<file path="src/rtl/nibble_pkg.sv">
// Shared types and sizing constants for the nibble unpacker.
package nibble_pkg;

    localparam int NIB_W  = 4;
    localparam int WORD_W = 16;
    localparam int NIBS   = 4;

    typedef enum logic {
        IDLE = 1'b0,
        SEND = 1'b1
    } state_e;

endpackage

</file>
<file path="src/rtl/nibble_sel.sv">
// Combinational 4:1 nibble selector over a 16-bit word.
module nibble_sel
    import nibble_pkg::*;
(
    input  logic [WORD_W-1:0] word,
    input  logic [1:0]        index,
    output logic [NIB_W-1:0]  nibble
);

    // Pick nibble number `index` out of the word
    always_comb begin
        nibble = 4'h0;
        case (index)
            2'd0:    nibble = word[3:0];
            2'd1:    nibble = word[7:4];
            2'd2:    nibble = word[11:8];
            2'd3:    nibble = word[15:12];
            default: nibble = 4'h0;
        endcase
    end

endmodule

</file>
<file path="src/rtl/nibble_unpacker.sv">
// Splits a latched 16-bit word into 1..4 nibbles on a valid/ready stream,
// accepting the next word on the same edge as the final nibble handshake.
module nibble_unpacker
    import nibble_pkg::*;
#(
    parameter bit LSB_FIRST = 1'b1
) (
    input  logic              clk,
    input  logic              Rst_n,
    input  logic              in_valid,
    output logic              in_ready,
    input  logic [WORD_W-1:0] in_data,
    input  logic [1:0]        in_len,
    output logic              out_valid,
    input  logic              out_ready,
    output logic [NIB_W-1:0]  out_data,
    output logic              out_last,
    output logic              busy,
    output logic [15:0]       words_done
);

    state_e            state_q, state_d;
    logic [1:0]        idx_q, idx_d;
    logic [WORD_W-1:0] word_q, word_d;
    logic [1:0]        len_q, len_d;
    logic [15:0]       words_done_q, words_done_d;

    logic              accept_s;
    logic              nib_hs_s;
    logic [1:0]        last_idx_s;

    nibble_sel u_sel (
        .word   (word_q),
        .index  (idx_q),
        .nibble (out_data)
    );

    assign last_idx_s = LSB_FIRST ? len_q : 2'd0;
    assign out_valid  = (state_q == SEND);
    assign busy       = (state_q == SEND);
    // Gated by state so the idle/reset value of out_last is 0 even when idx == len
    assign out_last   = (state_q == SEND) && (idx_q == last_idx_s);
    assign nib_hs_s   = out_valid & out_ready;
    assign in_ready   = Rst_n & ((state_q == IDLE) | (nib_hs_s & out_last));
    assign accept_s   = in_valid & in_ready;
    assign words_done = words_done_q;

    // Next-state: advance the index on a handshake, reload on acceptance
    always_comb begin
        state_d      = state_q;
        idx_d        = idx_q;
        word_d       = word_q;
        len_d        = len_q;
        words_done_d = words_done_q;
        if (nib_hs_s) begin
            if (out_last) begin
                state_d      = IDLE;
                words_done_d = words_done_q + 16'd1;
            end else begin
                idx_d = LSB_FIRST ? (idx_q + 2'd1) : (idx_q - 2'd1);
            end
        end else begin
            idx_d = idx_q;
        end
        // A same-edge acceptance overrides the return to IDLE
        if (accept_s) begin
            state_d = SEND;
            word_d  = in_data;
            len_d   = in_len;
            idx_d   = LSB_FIRST ? 2'd0 : in_len;
        end else begin
            word_d = word_q;
        end
    end

    // State and datapath registers
    always_ff @(posedge clk or negedge Rst_n) begin
        if (!Rst_n) begin
            state_q      <= IDLE;
            idx_q        <= 2'd0;
            word_q       <= 16'h0000;
            len_q        <= 2'd0;
            words_done_q <= 16'h0000;
        end else begin
            state_q      <= state_d;
            idx_q        <= idx_d;
            word_q       <= word_d;
            len_q        <= len_d;
            words_done_q <= words_done_d;
        end
    end

endmodule
</file>
<file path="config.mk">
export PLATFORM = sky130hd
export DESIGN_NAME = nibble_unpacker
export DESIGN_NICKNAME = d
export VERILOG_FILES = /design/src/rtl/nibble_pkg.sv /design/src/rtl/nibble_sel.sv /design/src/rtl/nibble_unpacker.sv
export SDC_FILE = /design/constraint.sdc
export NUM_CORES = 1
export LEC_CHECK = 0
export ABC_AREA = 1
export CAP_MARGIN = 0
export CORE_MARGIN = 10
export CORE_UTILIZATION = 45
export DETAILED_ROUTE_END_ITERATION = 16
export GPL_TIMING_DRIVEN = 0
export PLACE_DENSITY = 0.75
export SYNTH_ARGS = -nofsm -noshare
export SYNTH_HDL_FRONTEND = slang
export SYNTH_SLANG_ARGS = --single-unit
</file>
<file path="constraint.sdc">
create_clock -name clk -period 1.6 [get_ports clk]
set_clock_uncertainty 0.2 [all_clocks]
set_input_delay 0.48 -clock clk [delete_from_list [all_inputs] [get_ports clk]]
set_output_delay 0.48 -clock clk [all_outputs]
set_load 0.1 [all_outputs]
</file>
==> results.toml <==
[yosys]
syn_area_per_cell_um2 = 8.30
synth-seq-cells = 37
synth_top_area_share_pct = 45.1
synth.area.top_cells = "dfrtp_1 (45%), nand2_1 (16%), nand4_1 (6.1%), xor2_1 (5.1%), nor2_1 (3.3%)"
syn_area_um2 = 2050
ys_types = 25
synth_top_area_cell = "dfrtp_1"
synth_cells = 247
yosysSeqAreaShare_pct = 45.1
synth_warnings = 0
synthesis.nets = 274

[routing]
dr.pass1.iters = 5
drt-wirelength-per-cell_um = 15.7
ant_nets = 0
remaining_drc_errors = 0
drtIter0Drc = 87
wirelength_um = 6030
via_per_inst = 5.23
via_count = 2004

[pwr]
p_per_area_nw_per_um2 = 2200
finalPower_mw = 7.83
vdd_ir_drop_max_mv = 2.08
power_frac_clock_pct = 9.4
p_switching_mw = 3.84
p_seq_share_pct = 21.4
comb_power_share_pct = 69.2
leakage_nw = 1.65
p_int_mw = 3.99
p_sw_share_pct = 49.0

[global_route]
antenna_found_initial = 0
grt_pass1_wl_um = 9460
grt_usage_pct = 15.6
grt_overflow = 0
grt_pass1_vias = 1992
grt_max_degree = 40

[floorplan]
ios = 46
die_x_um = 87.5
die_h_um = 87.5
num_rows = 24
start_util_pct = 46.8
dieArea_um2 = 7660
coreArea_um2 = 4380

[clocking]
htree_levels = 2
clk_pin_slew_ns = 0.07
cts_max_path_buffers = 2
cts_buffers = 5
cts.sinks = 37
clk_latency_ns = 0.30
cts_tree = "done"
cts_root_buf = "clkbuf_8"

[timing]
worst_pin_slew_ns = 0.374
fin_crit_ns = 2.33
setup_violations = 57
period_share_pct = 145
rsz0062_at_grt = "yes"
fmax_mhz = 430
max_slew_margin_pct = 75.0
worst_slack_ns = -0.727
holdWs_ns = -0.123
slew_violations = 0
final_hold_viol_count = 37

[critical_path]
crit_type = "reg -> out"
timing.rr.start = "idx_q[0]"
cp_max_fo = 5
reg2reg_setup_slack_ns = -0.24
ff2ff_path_depth = 12
cp.arrival_ns = 1.65
r2r_end = "words_done[14]"
crit_path_end_kind = "output pin"
crit_required_ns = 0.92
start_kind = "flop"

[placed_design]
detailed_place_hpwl_um = 3690
place_congestion = 0.791
port_buffers = 44
pre_cts_slack_ns = -2.04
place_area_um2 = 2720

[cells_and_area]
syn_to_final_growth_pct = 73.7
final_util_pct = 81.3
final_cell_area_um2 = 3560
insertedDiodeCount = 0
nets = 357
drive_gt1_share_pct = 43.8
fillers = 261
final_common_cell = "nand2_1"
layout_common_cells = "nand2_1 (73), buf_12 (24), buf_4 (23)"

[run_status]
status = "complete, but fails checks"
violations = "hold timing, setup timing"

[min_path]
hp-class = "in -> async"

[run]
cap_viol_max_count = 0
==> how the worst max path moves through the flow <==
stage	start	end	cells after the start
after CTS	idx_q[1]	out_data[2]	5
after detailed placement	Rst_n	in_ready	4
final	idx_q[1]	out_data[0]	5
after floorplan	busy	in_ready	5
after global placement	Rst_n	in_ready	4
after global routing	idx_q[1]	out_data[0]	5
==> per-stage QoR <==
stage / cells / hold slack, ns / TNS, ns
4_1_cts: 379 / -0.111 / -11.02
2_1_floorplan: 247 / -0.0156 / -4.54
6_report: 383 / -0.123 / -12.21
3_5_place_dp: 343 / 0.259 / -35.69
3_3_place_gp: 343 / 0.255 / -103.41
5_1_grt: 383 / -0.104 / -15.45
==> synthesized netlist by cell type, drive strengths merged <==
cell,count
clkbuf,5
nand3,11
inv,19
a22o,4
a21oi,4
nor2,19
ha,5
buf,6
a21boi,1
nand4,20
nor3,2
xor2,12
nand2,91
xnor2,2
dfrtp,37
o21ai,9
==> power groups by stage <==
stage	logic (mW)	registers (mW)	clock network, mW
floorplan	2.22	2.36	0
global placement	3.69	1.66	0
detailed placement	3.72	1.68	0
CTS	5.11	1.67	0.753
global route	5.67	1.72	0.777
finish	5.42	1.68	0.736
==> cell type report <==
| cell class | instances | area (µm²) | share of cell area [%] |
|---|---|---|---|
| repair buffers | 76 | 991 | 27.8 |
| inverters | 19 | 90.1 | 2.53 |
| repair inverters | 1 | 8.76 | 0.246 |
| flip-flops and latches | 37 | 982 | 27.6 |
| multi-input cells | 180 | 1180 | 33.2 |
| plain buffers | 10 | 140 | 3.93 |
| clock inverters | 1 | 5.00 | 0.140 |
| clock buffers | 7 | 96.3 | 2.70 |
| well taps | 52 | 65.1 | 1.83 |
==> routing by layer <==
| metal | vias to the layer above | track usage, % | share of wire, % |
|---|---|---|---|
| li1 | 962 | - | - |
| met1 | 968 | 17.1 | 39 |
| met2 | 65 | 28.4 | 53 |
| met3 | 9 | 4.87 | 6.1 |
| met4 | 0 | 3.91 | 1.2 |
| met5 | - | 0 | 0 |
==> what timing repair did <==
action	4_1_cts	5_1_grt
gates cloned	4	1
gates resized for setup	242	33
setup buffers	24	4
hold endpoints to repair	37	37
pin swaps	4	10
endpoints found under the setup margin	57	57
==> kinds of logic (layout without fill, tap and decap cells) <==
logic type / Yosys count / count (layout) / share of synthesized area [%]
adder cells (fa/ha/maj): 5 / 5 / 3.05
XOR/XNOR: 14 / 14 / 5.98
flip-flops: 37 / 37 / 45.1
AND/OR/NAND/NOR: 143 / 143 / 30.3
buffers and inverters: 30 / 114 / 10.3
AO/OA/AOI/OAI: 18 / 18 / 5.25
==> state kept, by name, summed over array words and instances, names as in the netlist <==
name / flops
busy: 1
idx_q: 2
last_idx_s: 2
word_q: 16
words_done: 16
==> critical path, stage by stage, from the launching register on <==
cell	delay, ns
dfrtp_2	0.48
ha_4	0.21
a22o_1	0.24
a21oi_2	0.16
o21ai_4	0.09
buf_12	0.16
No activity file was read; power rests on OpenSTA's default activity.
